[src/rtl/mole_field_renderer.sv]
// mole_field_renderer: draws a ROWS x COLS grid of elliptical holes and runs
// one mole animation FSM per hole (IDLE -> RISING -> UP -> FALLING -> IDLE),
// advanced once per frame_tick. Pixel colour is registered (1-cycle latency).
//
// Optional feature macro: HIT_FLASH_EN
//   defined   : an accepted hit holds the mole red (FLASH) for FLASH_FRAMES
//               ticks before it falls.
//   undefined : an accepted hit goes straight to FALLING; no FLASH state.
//
// Handshake: pop_req/hit_req are level requests sampled every cycle with no
// ready/backpressure; a pop is taken only in IDLE, a hit only in RISING/UP,
// and each accepted hit produces exactly one hit_ack pulse the following
// cycle. Requests arriving in any other state are dropped, never queued.
//
// Debug: state_dbg packs each hole's 3-bit FSM state (IDLE encodes as 0, so
// an all-zero state_dbg means every hole is idle); height_dbg packs each
// hole's current mole height h. RISE_STEP must not exceed MOLE_H.
module mole_field_renderer #(
  parameter int ROWS         = 2,
  parameter int COLS         = 3,
  parameter int ORIGIN_X     = 120,
  parameter int ORIGIN_Y     = 160,
  parameter int PITCH_X      = 200,
  parameter int PITCH_Y      = 180,
  parameter int HOLE_RX      = 60,
  parameter int HOLE_RY      = 24,
  parameter int MOLE_W       = 60,
  parameter int MOLE_H       = 80,
  parameter int RISE_STEP    = 4,
  parameter int UP_FRAMES    = 60,
`ifdef HIT_FLASH_EN
  parameter int FLASH_FRAMES = 8,
  localparam int TMAX        = (UP_FRAMES > FLASH_FRAMES) ? UP_FRAMES : FLASH_FRAMES,
`else
  localparam int TMAX        = UP_FRAMES,
`endif
  localparam int N           = ROWS * COLS,
  localparam int HW          = $clog2(MOLE_H + 1),
  localparam int TW          = $clog2(TMAX + 1)
) (
  input  logic            clk,
  input  logic            reset_n,
  input  logic            frame_tick,
  input  logic [9:0]      x,
  input  logic [9:0]      y,
  input  logic            video_on,
  input  logic [N-1:0]    pop_req,
  input  logic [N-1:0]    hit_req,
  output logic [3:0]      red,
  output logic [3:0]      green,
  output logic [3:0]      blue,
  output logic [N-1:0]    mole_up,
  output logic [N-1:0]    hit_ack,
  output logic            busy,
  output logic [3*N-1:0]  state_dbg,
  output logic [HW*N-1:0] height_dbg
);

  typedef enum logic [2:0] {
    S_IDLE    = 3'd0,
    S_RISING  = 3'd1,
    S_UP      = 3'd2,
    S_FALLING = 3'd3
`ifdef HIT_FLASH_EN
    ,
    S_FLASH   = 3'd4
`endif
  } hole_state_e;

  // Height constants: a rising mole saturates once h reaches H_RISE_LIM,
  // a falling mole lands once h is at or below H_STEP.
  localparam logic [HW-1:0] H_MAX      = HW'(MOLE_H);
  localparam logic [HW-1:0] H_STEP     = HW'(RISE_STEP);
  localparam logic [HW-1:0] H_RISE_LIM = HW'(MOLE_H - RISE_STEP);
  localparam logic [TW-1:0] T_ONE      = TW'(1);
  localparam logic [TW-1:0] T_UP       = TW'(UP_FRAMES);
`ifdef HIT_FLASH_EN
  localparam logic [TW-1:0] T_FLASH    = TW'(FLASH_FRAMES);
`endif

  // Ellipse constants, all 32-bit unsigned as the products are.
  localparam logic [31:0] RX2    = 32'(HOLE_RX * HOLE_RX);
  localparam logic [31:0] RY2    = 32'(HOLE_RY * HOLE_RY);
  localparam logic [31:0] RX2RY2 = 32'(HOLE_RX * HOLE_RX * HOLE_RY * HOLE_RY);
  localparam logic [9:0]  HALF_W = 10'(MOLE_W / 2);

  logic [N-1:0] mole_vec;
  logic [N-1:0] hole_vec;
  logic [N-1:0] flash_vec;
  logic [N-1:0] busy_vec;
  logic [11:0]  rgb_d;

  for (genvar i = 0; i < N; i++) begin : g_hole
    localparam int CX = ORIGIN_X + (i % COLS) * PITCH_X;
    localparam int CY = ORIGIN_Y + (i / COLS) * PITCH_Y;

    hole_state_e   state_q, state_d;
    logic [HW-1:0] h_q, h_d;
    logic [TW-1:0] t_q, t_d;
    logic          ack_q, ack_d;
    logic [9:0]    dx, dy;
    logic [31:0]   dx32, dy32, ell_lhs;

    // Next-state logic: an accepted hit overrides any frame step that cycle.
    always_comb begin
      state_d = state_q;
      h_d     = h_q;
      t_d     = t_q;
      ack_d   = 1'b0;
      if (hit_req[i] && (state_q == S_RISING || state_q == S_UP)) begin
        ack_d = 1'b1;
`ifdef HIT_FLASH_EN
        state_d = S_FLASH;
        t_d     = T_FLASH;
`else
        state_d = S_FALLING;
`endif
      end else begin
        case (state_q)
          S_IDLE: begin
            if (pop_req[i]) begin
              state_d = S_RISING;
              h_d     = '0;
              t_d     = '0;
            end
          end
          S_RISING: begin
            if (frame_tick) begin
              if (h_q >= H_RISE_LIM) begin
                h_d     = H_MAX;
                state_d = S_UP;
                t_d     = T_UP;
              end else begin
                h_d = h_q + H_STEP;
              end
            end
          end
          S_UP: begin
            if (frame_tick) begin
              if (t_q <= T_ONE) begin
                t_d     = '0;
                state_d = S_FALLING;
              end else begin
                t_d = t_q - T_ONE;
              end
            end
          end
          S_FALLING: begin
            if (frame_tick) begin
              if (h_q <= H_STEP) begin
                h_d     = '0;
                state_d = S_IDLE;
              end else begin
                h_d = h_q - H_STEP;
              end
            end
          end
`ifdef HIT_FLASH_EN
          S_FLASH: begin
            if (frame_tick) begin
              if (t_q <= T_ONE) begin
                t_d     = '0;
                state_d = S_FALLING;
              end else begin
                t_d = t_q - T_ONE;
              end
            end
          end
`endif
          default: begin
            state_d = S_IDLE;
            h_d     = '0;
            t_d     = '0;
          end
        endcase
      end
    end

    // Per-hole state, height, timer and ack registers.
    always_ff @(posedge clk or negedge reset_n) begin
      if (!reset_n) begin
        state_q <= S_IDLE;
        h_q     <= '0;
        t_q     <= '0;
        ack_q   <= 1'b0;
      end else begin
        state_q <= state_d;
        h_q     <= h_d;
        t_q     <= t_d;
        ack_q   <= ack_d;
      end
    end

    // Pixel geometry for this hole: distances from the hole centre.
    assign dx      = (x >= 10'(CX)) ? (x - 10'(CX)) : (10'(CX) - x);
    assign dy      = (y >= 10'(CY)) ? (y - 10'(CY)) : (10'(CY) - y);
    assign dx32    = 32'(dx);
    assign dy32    = 32'(dy);
    assign ell_lhs = dx32 * dx32 * RY2 + dy32 * dy32 * RX2;

    assign hole_vec[i] = (ell_lhs <= RX2RY2);
    assign mole_vec[i] = (dx < HALF_W) &&
                         (({1'b0, y} + 11'(h_q)) >= 11'(CY)) &&
                         (y < 10'(CY));
`ifdef HIT_FLASH_EN
    assign flash_vec[i] = mole_vec[i] && (state_q == S_FLASH);
`else
    assign flash_vec[i] = 1'b0;
`endif

    assign busy_vec[i]              = (state_q != S_IDLE);
    assign mole_up[i]               = (state_q == S_UP);
    assign hit_ack[i]               = ack_q;
    assign state_dbg[3*i +: 3]      = state_q;
    assign height_dbg[HW*i +: HW]   = h_q;
  end

  assign busy = |busy_vec;

  // Colour priority: blanking, then mole (red while flashing), hole, grass.
  always_comb begin
    rgb_d = 12'h080;
    if (!video_on) begin
      rgb_d = 12'h000;
    end else if (|flash_vec) begin
      rgb_d = 12'hF00;
    end else if (|mole_vec) begin
      rgb_d = 12'h841;
    end else if (|hole_vec) begin
      rgb_d = 12'h111;
    end
  end

  // Registered pixel output, blanked immediately by reset.
  always_ff @(posedge clk or negedge reset_n) begin
    if (!reset_n) begin
      red   <= 4'h0;
      green <= 4'h0;
      blue  <= 4'h0;
    end else begin
      red   <= rgb_d[11:8];
      green <= rgb_d[7:4];
      blue  <= rgb_d[3:0];
    end
  end

endmodule
[config.mk]
export PLATFORM = sky130hd
export DESIGN_NAME = mole_field_renderer
export DESIGN_NICKNAME = d
export VERILOG_FILES = /design/src/rtl/mole_field_renderer.sv
export SDC_FILE = /design/constraint.sdc
export NUM_CORES = 2
export LEC_CHECK = 0
export CORE_MARGIN = 2
export CORE_UTILIZATION = 50
export DETAILED_ROUTE_END_ITERATION = 12
export PLACE_DENSITY_LB_ADDON = 0.15
export SYNTH_ARGS = -nofsm -noshare
export SYNTH_HDL_FRONTEND = slang
export SYNTH_SLANG_ARGS = --single-unit
[constraint.sdc]
create_clock -name clk -period 3 [get_ports clk]
set_input_delay 0.6 -clock clk [delete_from_list [all_inputs] [get_ports clk]]
set_output_delay 0.6 -clock clk [all_outputs]
set_load 0.02 [all_outputs]
==> metrics.cfg <==
[critical_path]
crit_fanout=6
slowest_stage=fa_1
setup.worst_path.start_class=input pin
cp_top_family=adder cells
critPathMaxStageDelay_ns=0.55
cp_data_required_time_ns=3.25
crit_path_end_kind=register
path_buf_inv=13
worst-setup-path-type=input pin to register
critPathArrivalTime_ns=11.54

[synthesis]
synth-seq-cells=88
synth_edf_count=0
mappedNetlistArea_um2=36300
synth_top_area_frac=0.2461
seq_area_frac_synth=0.06066
ys_types=115
syn_area_per_cell_um2=7.970
async_flop_share=1.000
ys_warn_count=0
synth_ff_type=dfrtp_1
yosys.area.top_type=ha_1
ys_top_cells_by_area=ha_1 (25%), fa_1 (16%), dfrtp_1 (6.1%)
syn_inst=4555

[routing]
vias_per_cell=5.410
drt_iter0_markers=1774
ant_nets=0
drt-pass1-iter-count=5
wirelength_um=111500
routedWlPerCell_um=16.13
vias=37386
drc_errors=0

[finish]
fin_area_um2=50540
fin_cells=6911
drive_gt1_frac=0.2941
areaGrowthSynthToFinish_pct=39.20
fin_nets=6988
antenna_cells=0
utilization=0.7045

[timing]
hold_viol=0
setup_viol_count_final=4
rsz0062_at_grt=true
tightest_slew_ns=0.7197
relSlewSlack=0.5167
period_minus_slack_ns=11.29
max_freq_ghz=0.08860
drv_slew=0
setup_slack_ns=-8.287
fin_crit_sh=3.762
skew_ns=0.01085

[placement]
dp.cells=6834
pre_cts_ws_ns=-9.522
gp_congestion=0.9646
dp_hpwl_um=95040
placed_cell_area_um2=48390
io_buffers=96

[cts]
cts_tree=built
cts_buffers=9
clk_transition_reported_paths_ns=0.08
cts-root-buf=clkbuf_16
clock-sinks=88
cts_buffer_depth=2
clock_latency_ns=0.36
cts_hold_buf=0
h-tree-depth=3

[global_routing]
grt_pass1_wl_um=179000
track_usage=0.2904
antenna_found_initial=0
grt_max_degree=48
grt_pass1_vias=36724
grt.overflow.total=0

[floorplanning]
pin_count=121
core_um2=71730
start_util=0.5061
design.die.area_um2=74780
die_w_um=273.5
die-height_um=273.5
rows=98

[status]
violations=negative setup slack
status=finished, violations left

[hold_path]
hold_class=input pin to async pin

[job]
maxCapViolations=0

[metal layers]
layer / vias up / wire (µm) / track usage
li1: 18727 / - / -
met1: 17697 / 47750 / 0.3621
met2: 761 / 55440 / 0.5272
met3: 201 / 3432 / 0.01456
met4: 0 / 4843 / 0.1089
met5: - / 0 / 0
[registers in the layout (all words and copies together), names as in the netlist]
signal / cells
blue: 1
g_hole.ack_q: 6
g_hole.h_q: 30
g_hole.state_q: 12
g_hole.t_q: 36
green: 3
[final timing paths]
kind	cells after the start	start	slack, ns	endpoint
min in group clk	2	g_hole[2].t_q[5]$_DFFE_PN0P_	0.51	g_hole[2].t_q[5]$_DFFE_PN0P_
max reg2reg	13	g_hole[5].h_q[3]$_DFFE_PN0P_	0.22	green[0]$_DFF_PN0_
min	1	reset_n	0.24	g_hole[3].state_q[0]$_DFFE_PN0P_
max	57	y[3]	-8.29	green[3]$_DFF_PN0_
max in group asynchronous	2	reset_n	2.07	g_hole[5].t_q[0]$_DFFE_PN0P_
min reg2reg	2	g_hole[2].t_q[5]$_DFFE_PN0P_	0.51	g_hole[2].t_q[5]$_DFFE_PN0P_
[cell usage in the layout, fill, tap and decap left out, types with 13 or more instances in the layout]
cell             Yosys  routed
mux2i_1             21      20
and3_1              46      42
clkdlybuf4s50_1      0      75
buf_4               32    1348
nand4_1             26      26
conb_1               1      24
nand2_1            322     314
o211ai_1            38      38
o21ai_1              4      24
xnor2_1            222     196
o22ai_1             25      23
nand2b_1            50      47
ha_1               714     668
a31oi_1             59      55
nor2_1             439     422
o21ai_2              2      13
o21bai_1            40      35
o21ai_0            260     228
dfrtp_1             88      88
and2_1              33      29
or3_1               26      23
or2_2               27      23
a21o_1             114     114
nor2b_1             47      45
inv_1              558     531
fa_1               282     278
nor3_1             123     117
o21a_1              48      47
nand3_1             69      67
a211oi_1            39      33
xnor2_2              1      20
inv_2                1      23
buf_6                4      22
nor4_1              21      17
xor2_1              89      77
a21oi_2              2      30
o31ai_1             18      16
a21oi_1            310     275
ha_4                 0      43
[kinds of logic (layout without fill, tap and decap cells)]
group,after synthesis,count (layout),share of synthesized area
DFF,88,88,0.06066
adders and majority gates,997,997,0.4018
buffers and inverters,667,2050,0.07510
other,1,24,0.0001033
AOI/OAI and AO/OA,1168,1168,0.2095
muxes,29,29,0.008582
xor gates and xnor gates,314,314,0.07696
and+or+nand+nor,1291,1291,0.1673
[what timing repair did]
| action | in CTS | in global routing |
|---|---|---|
| gates resized for setup | 152 | 194 |
| setup endpoints to repair | 4 | 4 |
| pin swaps | 93 | 124 |
| setup buffers | 41 | 22 |
[cell usage after synthesis, types with 88 or more instances]
master and count:
xor2_1 89, nor3_1 123, a21o_1 114, xnor2_1 222, inv_1 558, o21ai_0 260
nand2_1 322, ha_1 714, fa_1 282, a21oi_1 310, nor2_1 439, dfrtp_1 88
[metrics by stage]
step / TNS (ns) / hold WS, ns
final: -25.31 / 0.2412
after detailed placement: -30.36 / 0.4981
after global placement: -29.60 / 0.4925
after CTS: -25.67 / 0.2525
after floorplan: -26.46 / 0.3044
after global routing: -26.67 / 0.2810
[cell type report]
class / instances / area, µm²
Multi-Input combinational cell: 3823 / 33250
Fill cell: 5810 / 21200
Timing Repair Buffer: 1470 / 11450
Sequential cell: 88 / 2202
Inverter: 564 / 2146
Tap cell: 950 / 1189
Clock buffer: 9 / 225.2
Clock inverter: 7 / 75.07
Power is left out: the tool's default activity adds up to more than one toggle a clock period on the data nets, which glitch-free logic cannot reach.
